$ cat src/rtl/vec_reg_file.sv
// vec_reg_file
// Vector register bank that sits between the instruction decoder and the
// vector ALU. It holds NREGS registers of N lanes x BITS bits. Each register
// also carries a length tag and a pending (reserved) bit.
//
// Ports:
//   clk, rst_n                 clock, asynchronous active-low reset
//   in, in_len, in_mask,       masked write port (write strobe, destination
//   in_sel, write                in_sel, per-lane enable in_mask)
//   rsv, rsv_sel               reservation strobe: marks rsv_sel pending
//   clear                      single-cycle global clear of all state
//   out_sel_a/b, out_en_a/b    read-port source select and enable
//   out_a/b, out_a_len/b_len   registered read data and length tag
//   out_a_valid/b_valid        read data delivered this cycle
//   stall_a/stall_b            read refused because the source is pending
module vec_reg_file #(
    parameter int BITS  = 8,
    parameter int N     = 4,
    parameter int NREGS = 16,
    parameter int LEN_W = 8,
    parameter int SEL_W = $clog2(NREGS)
) (
    input  logic                     clk,
    input  logic                     rst_n,
    input  logic [N-1:0][BITS-1:0]   in,
    input  logic [LEN_W-1:0]         in_len,
    input  logic [N-1:0]             in_mask,
    input  logic [SEL_W-1:0]         in_sel,
    input  logic                     write,
    input  logic                     rsv,
    input  logic [SEL_W-1:0]         rsv_sel,
    input  logic                     clear,
    input  logic [SEL_W-1:0]         out_sel_a,
    input  logic [SEL_W-1:0]         out_sel_b,
    input  logic                     out_en_a,
    input  logic                     out_en_b,
    output logic [N-1:0][BITS-1:0]   out_a,
    output logic [N-1:0][BITS-1:0]   out_b,
    output logic [LEN_W-1:0]         out_a_len,
    output logic [LEN_W-1:0]         out_b_len,
    output logic                     out_a_valid,
    output logic                     out_b_valid,
    output logic                     stall_a,
    output logic                     stall_b
);

    typedef logic [N-1:0][BITS-1:0] vec_t;

    localparam logic [LEN_W-1:0] N_LEN = LEN_W'(N);

    vec_t             data_q [NREGS];
    vec_t             data_d [NREGS];
    logic [LEN_W-1:0] len_q  [NREGS];
    logic [LEN_W-1:0] len_d  [NREGS];
    logic [NREGS-1:0] pend_q, pend_d;

    // Index 0 is port A, index 1 is port B.
    vec_t             rd_data_q [2];
    vec_t             rd_data_d [2];
    logic [LEN_W-1:0] rd_len_q  [2];
    logic [LEN_W-1:0] rd_len_d  [2];
    logic [1:0]       rd_valid_q, rd_valid_d;
    logic [1:0]       rd_stall_q, rd_stall_d;

    logic [SEL_W-1:0] rd_sel   [2];
    logic [1:0]       rd_en;
    vec_t             src_data [2];
    logic [LEN_W-1:0] src_len  [2];
    logic [1:0]       wr_hit;
    logic [LEN_W-1:0] in_len_sat;

    assign rd_sel[0] = out_sel_a;
    assign rd_sel[1] = out_sel_b;
    assign rd_en     = {out_en_b, out_en_a};

    // A length longer than the lane count saturates at N rather than wrapping.
    assign in_len_sat = (in_len > N_LEN) ? N_LEN : in_len;

    // Storage update. Clear beats everything. A reserve is applied after the
    // write so that a simultaneous write and reserve of one register leaves
    // it pending: the reservation belongs to a newer producer.
    always_comb begin
        for (int r = 0; r < NREGS; r++) begin
            data_d[r] = data_q[r];
            len_d[r]  = len_q[r];
        end
        pend_d = pend_q;
        if (clear) begin
            for (int r = 0; r < NREGS; r++) begin
                data_d[r] = '0;
                len_d[r]  = '0;
            end
            pend_d = '0;
        end else begin
            if (write) begin
                for (int i = 0; i < N; i++) begin
                    if (in_mask[i]) begin
                        data_d[in_sel][i] = in[i];
                    end
                end
                len_d[in_sel]  = in_len_sat;
                pend_d[in_sel] = 1'b0;
            end
            if (rsv) begin
                pend_d[rsv_sel] = 1'b1;
            end
        end
    end

    // Read ports. The source is the stored register merged with the
    // in-flight write when it targets the same register. A pending source
    // stalls unless this very write resolves it. Lanes at or beyond the
    // delivered length read as zero. A stalled or idle port keeps its last
    // data and length.
    always_comb begin
        for (int p = 0; p < 2; p++) begin
            rd_data_d[p]  = rd_data_q[p];
            rd_len_d[p]   = rd_len_q[p];
            rd_valid_d[p] = 1'b0;
            rd_stall_d[p] = 1'b0;
            wr_hit[p]     = write && (in_sel == rd_sel[p]);
            src_data[p]   = data_q[rd_sel[p]];
            src_len[p]    = len_q[rd_sel[p]];
            if (wr_hit[p]) begin
                for (int i = 0; i < N; i++) begin
                    if (in_mask[i]) begin
                        src_data[p][i] = in[i];
                    end
                end
                src_len[p] = in_len_sat;
            end
            if (clear) begin
                rd_data_d[p] = '0;
                rd_len_d[p]  = '0;
            end else if (rd_en[p]) begin
                if (pend_q[rd_sel[p]] && !wr_hit[p]) begin
                    rd_stall_d[p] = 1'b1;
                end else begin
                    for (int i = 0; i < N; i++) begin
                        rd_data_d[p][i] = (i < int'(src_len[p])) ? src_data[p][i] : '0;
                    end
                    rd_len_d[p]   = src_len[p];
                    rd_valid_d[p] = 1'b1;
                end
            end
        end
    end

    always_ff @(posedge clk or negedge rst_n) begin
        if (!rst_n) begin
            for (int r = 0; r < NREGS; r++) begin
                data_q[r] <= '0;
                len_q[r]  <= '0;
            end
            pend_q <= '0;
            for (int p = 0; p < 2; p++) begin
                rd_data_q[p] <= '0;
                rd_len_q[p]  <= '0;
            end
            rd_valid_q <= '0;
            rd_stall_q <= '0;
        end else begin
            for (int r = 0; r < NREGS; r++) begin
                data_q[r] <= data_d[r];
                len_q[r]  <= len_d[r];
            end
            pend_q <= pend_d;
            for (int p = 0; p < 2; p++) begin
                rd_data_q[p] <= rd_data_d[p];
                rd_len_q[p]  <= rd_len_d[p];
            end
            rd_valid_q <= rd_valid_d;
            rd_stall_q <= rd_stall_d;
        end
    end

    assign out_a       = rd_data_q[0];
    assign out_b       = rd_data_q[1];
    assign out_a_len   = rd_len_q[0];
    assign out_b_len   = rd_len_q[1];
    assign out_a_valid = rd_valid_q[0];
    assign out_b_valid = rd_valid_q[1];
    assign stall_a     = rd_stall_q[0];
    assign stall_b     = rd_stall_q[1];

endmodule

$ cat config.mk
export PLATFORM = sky130hd
export DESIGN_NAME = vec_reg_file
export DESIGN_NICKNAME = d
export VERILOG_FILES = /design/src/rtl/vec_reg_file.sv
export SDC_FILE = /design/constraint.sdc
export NUM_CORES = 2
export LEC_CHECK = 0
export ABC_CLOCK_PERIOD_IN_PS = 3700
export BUFFER_PORTS_ARGS = -buffer_cell sky130_fd_sc_hd__buf_2
export CELL_PAD_IN_SITES_DETAIL_PLACEMENT = 0
export CELL_PAD_IN_SITES_GLOBAL_PLACEMENT = 2
export CORE_ASPECT_RATIO = 0.7
export CORE_MARGIN = 1
export CORE_UTILIZATION = 48
export CTS_BUF_LIST = sky130_fd_sc_hd__clkbuf_8
export CTS_CLUSTER_SIZE = 16
export DETAILED_ROUTE_END_ITERATION = 8
export GPL_TIMING_DRIVEN = 0
export HOLD_SLACK_MARGIN = 0.03
export PLACE_DENSITY_LB_ADDON = 0.1
export SLEW_MARGIN = 0
export SYNTH_ARGS = -nofsm -noshare
export SYNTH_HDL_FRONTEND = slang
export SYNTH_SLANG_ARGS = --single-unit
$ cat constraint.sdc
create_clock -name clk -period 3.7 [get_ports clk]
set_clock_uncertainty 0.05 [all_clocks]
set_input_delay 0.37 -clock clk [delete_from_list [all_inputs] [get_ports clk]]
set_output_delay 0.37 -clock clk [all_outputs]
set_load 0.03 [all_outputs]
* Word level (Yosys, flattened, before mapping)
Index checks and enable logic that the tools add are counted.
W data, S select, Z words.
** Operators by class
- Eq/ne operators :: 4
- Bitwise gates (word level) :: 6
- Magnitude comparators :: 19
- Multiplexer cells :: 98
- Reductions and logical operators :: 14
** Operators with widths (count)
- $mux W512 :: 12
- $bwmux W512 :: 4
- $demux W32 S4 :: 4
- $mux W32 :: 13
- $bmux W32 S4 :: 2
- $mux W128 :: 2
- $mux W8 :: 31
- $bwmux W128 :: 1
- $mux W16 :: 5
- $bmux W8 S4 :: 2
- $demux W8 S4 :: 1
- $lt A1 B8 Y1 const A :: 4
- $lt A2 B8 Y1 const A :: 4
- $mux W24 :: 1
- $lt A4 B5 Y1 const B :: 4
- $and A16 B16 Y16 :: 1
- $mux W1 :: 16
- $not A16 Y16 :: 1
- $or A16 B16 Y16 :: 1
- $ge A5 B5 Y1 const B :: 3
- $not A4 Y5 :: 3
- $bmux W1 S4 :: 2
- $demux W1 S4 :: 2
- $eq A4 B4 Y1 :: 2
- other kinds (8) :: 20
** Word-level totals
- Output and inout bits :: 84
- Logic and storage cells :: 234
- Flip-flop bits (word level) :: 740

* Logic depth before layout (Yosys ltp)
- Depth in word-level cells :: 21
- Depth in mapped cells :: 12

* Worst setup path after synthesis
OpenSTA, ideal clock, no wires.
- Kind :: input to register
- Start point :: input out_sel_b[1]
- End point :: register rd_data_q, in the netlist out_b[24]
- Arrival time :: 2.578 ns
- Setup time :: 0.122 ns
- Data required time :: 3.528 ns
- Slack :: 0.950 ns
- Cell stages on the path :: 8
- Buffers on the path :: 4
- Path through :: buf_2 -> buf_4 -> buf_6 -> clkbuf_1 -> mux4_2 -> mux4_2 -> mux2_1 -> a32o_1
** On the way
- Longest elaborated chain between the ends :: 10
- Elaborated cells between the ends (all ways) :: 23
- Those cells by class :: order compare: 1; eq/ne: 2; mux: 15; bitwise: 1; reduce/logical: 4
** Ends and longest elaborated chain
- from (decl) :: line 34 : input logic [SEL_W-1:0] out_sel_b,
- $not A4 Y5 (not written as such) :: line 122, 123
- $bmux W8 S4 or $bmux W32 S4 (tied branches) :: line 123, 122
- $mux W8 (not written as such) or $mux W32 (tied branches) (2 in series) :: line 123, 122
- $mux W8, on equally long branches :: line 124, 126
- $lt A2 B8 Y1 or $mux W32 (tied branches) :: line 140, 124
- $mux W8 :: line 140 : rd_data_d[p][i] = (i < int'(src_len[p])) ? src_data[p][i] : '0;
- $mux W32 :: line 136 : if (pend_q[rd_sel[p]] && !wr_hit[p]) begin
- $mux W32 :: line 135 : end else if (rd_en[p]) begin
- $mux W32 :: line 132 : if (clear) begin
- to (signal, indexed assignment) :: line 169 : rd_data_q[p] <= rd_data_d[p];
- to (decl) :: line 58 : vec_t rd_data_q [2];
Several ways; a longest one is shown, not always the timed one. The select of a mux whose other input is x is not followed.
A chain may end at the register's enable or synchronous reset.

* Worst setup path after layout
- Start point :: input out_sel_a[1]
- End point :: register rd_data_q, in the netlist out_a[15]
** On the way
- Longest elaborated chain between the ends :: 10
- Elaborated cells between the ends (all ways) :: 23
- Those cells by class :: order compare: 1; eq/ne: 2; mux: 15; bitwise: 1; reduce/logical: 4
** Ends and longest elaborated chain
- from (decl) :: line 33 : input logic [SEL_W-1:0] out_sel_a,
- $not A4 Y5 (not written as such) :: line 122, 123
- $bmux W8 S4 or $bmux W32 S4 (tied branches) :: line 123, 122
- $mux W8 (not written as such) or $mux W32 (tied branches) (2 in series) :: line 123, 122
- $mux W8, on equally long branches :: line 124, 126
- $lt A1 B8 Y1 or $mux W32 (tied branches) :: line 140, 124
- $mux W8 :: line 140
- $mux W32 :: line 136
- $mux W32 :: line 135
- $mux W32 :: line 132
Several ways; a longest one is shown, not always the timed one. The select of a mux whose other input is x is not followed.

==> run summary <==
Netlist cell types: 47
GPL Wtd Cong: 1.00
CP Launch Type: input pin
Yosys reg bits: 740
Core area: 80700 um2
Endpoints failing hold: 0
CP Capture Type: flop
Clock Tree Root: clkbuf_8
Fin Hold WS: 0.169 ns
Clock sinks: 740
Least-Margin Pin Slew: 1.50 ns
P&R area growth vs syn: 13.1%
Clk buf depth: 3
Post-synth top cells: dfrtp_1 (740), nand2_1 (722), o31ai_1 (512)
Initial antenna violation count: 8
Buffers on Ports: 140
Clock-pin slew on the worst setup and hold paths: 0.07 ns
Die H: 241 um
Worst r2r dst: out_a[3]$_DFFE_PN0P_
Final min period: 3.71 ns
Critical path peak fanout: 10
First-pass GRT wire length: 231000 um
Violated checks: max-capacitance violations, max-slew violations, negative setup slack
TNS Setup: -0.0128 ns
DRC errors left: 0
Post-synth ARST share: 100%
WL/cell: 33.9 um
CTS tree: yes
Crit path launch: out_sel_a[1]
Max Cap Viol: 2
Area after DPL: 41400 um2
Final instance area: 44300 um2
Final Worst Setup Slack: -0.0128 ns
Final core utilization: 54.9%
CP bufs+invs: 6
ANT nets after route: 0
Syn Area/Cell: 11.8 um2
Fmax: 269 MHz
Worst Hold Class: in -> async
Filler Cells Inserted: 6982
Headroom to the max-slew limit: -0.128%
Top-count cell post-synth: dfrtp_1
Largest net degree at the start of global routing: 124
Floorplan die width: 344 um
Mapped cell area: 39200 um2
TritonCTS Buffers: 119
Post-Syn Nets: 3392
Worst skew pair latency: 0.79 ns
Vias per cell: 6.78
CP cell instances: buf_2 -> buf_6 -> buf_4 -> buf_6 -> buf_2 -> clkdlybuf4s15_1 -> mux4_2 -> mux4_2 -> mux2i_1 -> o21ai_1
GRT Total Usage: 39.7%
Power Dens Cells: 403 nW/um2
Io pins: 151
WP data required: 4.28 ns
Yosys warns: 0
Yosys top cell by area: dfrtp_1
Htree depth: 3
Vias in the first global route: 32400
Total congestion overflow: 0
1st-iter DRT viols: 4370
FF+latch area: 18500 um2
Initial Util: 48.6%
Leakage: 19.3 nW
Pre-CTS setup slack: -0.734 ns
Pre-antenna DRT Iters: 5
Cells after Synth: 3325
Critical path destination: out_a[15]$_DFFE_PN0P_
EDFF count, synth: 0
Peak VDD IR: 0.289 mV
Slowest cell on the critical path: clkdlybuf4s15_1
Total wire length: 163000 um
HPWL Detailed: 120000 um
Die area: 82800 um2
Max-slew violations: 10
R2R setup slack: 0.06 ns
Area share of the largest cell type after synthesis: 47.3%
Share of cells above drive strength 1: 21.6%
Final period util: 100%
CP peak stage delay: 0.99 ns
# setup viols final: 1
R2r startpoint: len_q[96]$_DFFE_PN0P_
Critical Path Stages: 10
Top delay family on crit path: buffers and inverters
Vias: 32500
Crit path kind: in -> reg
Post-layout nets: 3693
Data arrival time of the worst path: 4.29 ns
Run status: finished, violations left
Dominant synthesized flop cell: dfrtp_1
R2R cell count: 6
Site Rows: 87
Unrepaired setup endpoints after global routing: no
Multi-input logic area: 19300 um2
Leading post-synthesis cells by cell area: dfrtp_1 (47%), mux4_2 (21%), o31ai_1 (9.8%), nand2_1 (6.9%), clkbuf_1 (2.0%)
Register area share after synthesis: 47.3%
==> sequential cells by signal, indices dropped and copies added, names as in the netlist <==
signal and cells:
data_q 512, len_q 128, out_a 32, out_a_len 8
out_b 32, out_b_len 8, pend_q 16, rd_stall_q 2
rd_valid_q 2
==> cell type report <==
type | instances | area share (%)
repair buffers | 180 | 2.75
diodes | 2 | 0.0113
inverters | 7 | 0.0593
multi-input cells | 2276 | 43.6
flip-flops and latches | 740 | 41.8
plain buffers | 302 | 3.05
well taps | 1068 | 3.02
clock buffers | 164 | 5.09
clock inverters | 56 | 0.661
==> layout by cell type (no fill, tap or decap), types with 68 or more instances in the layout <==
cell type | Yosys | final
and2_1 | 84 | 84
dfrtp_1 | 740 | 740
buf_2 | 60 | 201
o31ai_1 | 512 | 512
mux4_2 | 372 | 372
clkbuf_1 | 208 | 205
mux2i_1 | 72 | 72
nor2_1 | 141 | 141
a21oi_1 | 68 | 68
clkbuf_8 | 0 | 164
nand2_1 | 722 | 722
==> worst register-to-register path, cell delays in order, from the launching register on <==
cell	delay, ns
dfrtp_1	0.39
mux4_2	0.55
nor2b_1	0.16
a2111oi_1	1.00
o32ai_1	0.35
o31ai_4	0.84
o21ai_1	0.19
==> timing repair <==
item,4_1_cts,5_1_grt
hold buffers,33,0
endpoints found under the setup margin,0,4
hold endpoints to repair,210,0
setup buffers,0,0
gates resized for setup,0,3
==> metrics by stage <==
step	power (mW)	std cells
2_1_floorplan	9.30	3325
6_report	17.8	4795
5_1_grt	18.3	4794
4_1_cts	17.8	4793
3_5_place_dp	10.3	4540
3_3_place_gp	10.2	4533
==> worst min path at each step <==
stage / end / slack, ns
after floorplan: data_q[0]$_DFFE_PN0P_ / 0.02
after global placement: out_b[3]$_DFFE_PN0P_ / 0.41
after detailed placement: out_b[5]$_DFFE_PN0P_ / 0.42
after CTS: out_b[18]$_DFFE_PN0P_ / 0.12
after global routing: out_b[18]$_DFFE_PN0P_ / 0.13
final: rd_valid_q[1]$_DFF_PN0_ / 0.17
==> power breakdown <==
| part | internal, mW | leakage [nW] | switching, mW |
|---|---|---|---|
| combinational | 0.465 | 7.49 | 1.54 |
| sequential | 8.15 | 10.3 | 0.0488 |
| clock | 4.06 | 1.48 | 3.58 |
==> per-layer routing <==
| layer | routed length, um | up-vias | global-route usage (%) |
|---|---|---|---|
| li1 | - | 13200 | - |
| met2 | 65400 | 2083 | 53.0 |
| met5 | 319 | - | 1.10 |
| met3 | 23800 | 360 | 18.9 |
| met4 | 6750 | 6 | 15.4 |
| met1 | 66400 | 16800 | 55.2 |
==> cell families after synthesis <==
kind of cell	count (synthesis)	share of synthesized area, %
simple gates	1058	11.3
compound gates	750	14.1
flops	740	47.3
mux	460	23.7
buf+inv	309	3.47
xor+xnor	8	0.179
Power figures use the tool's default switching activity.
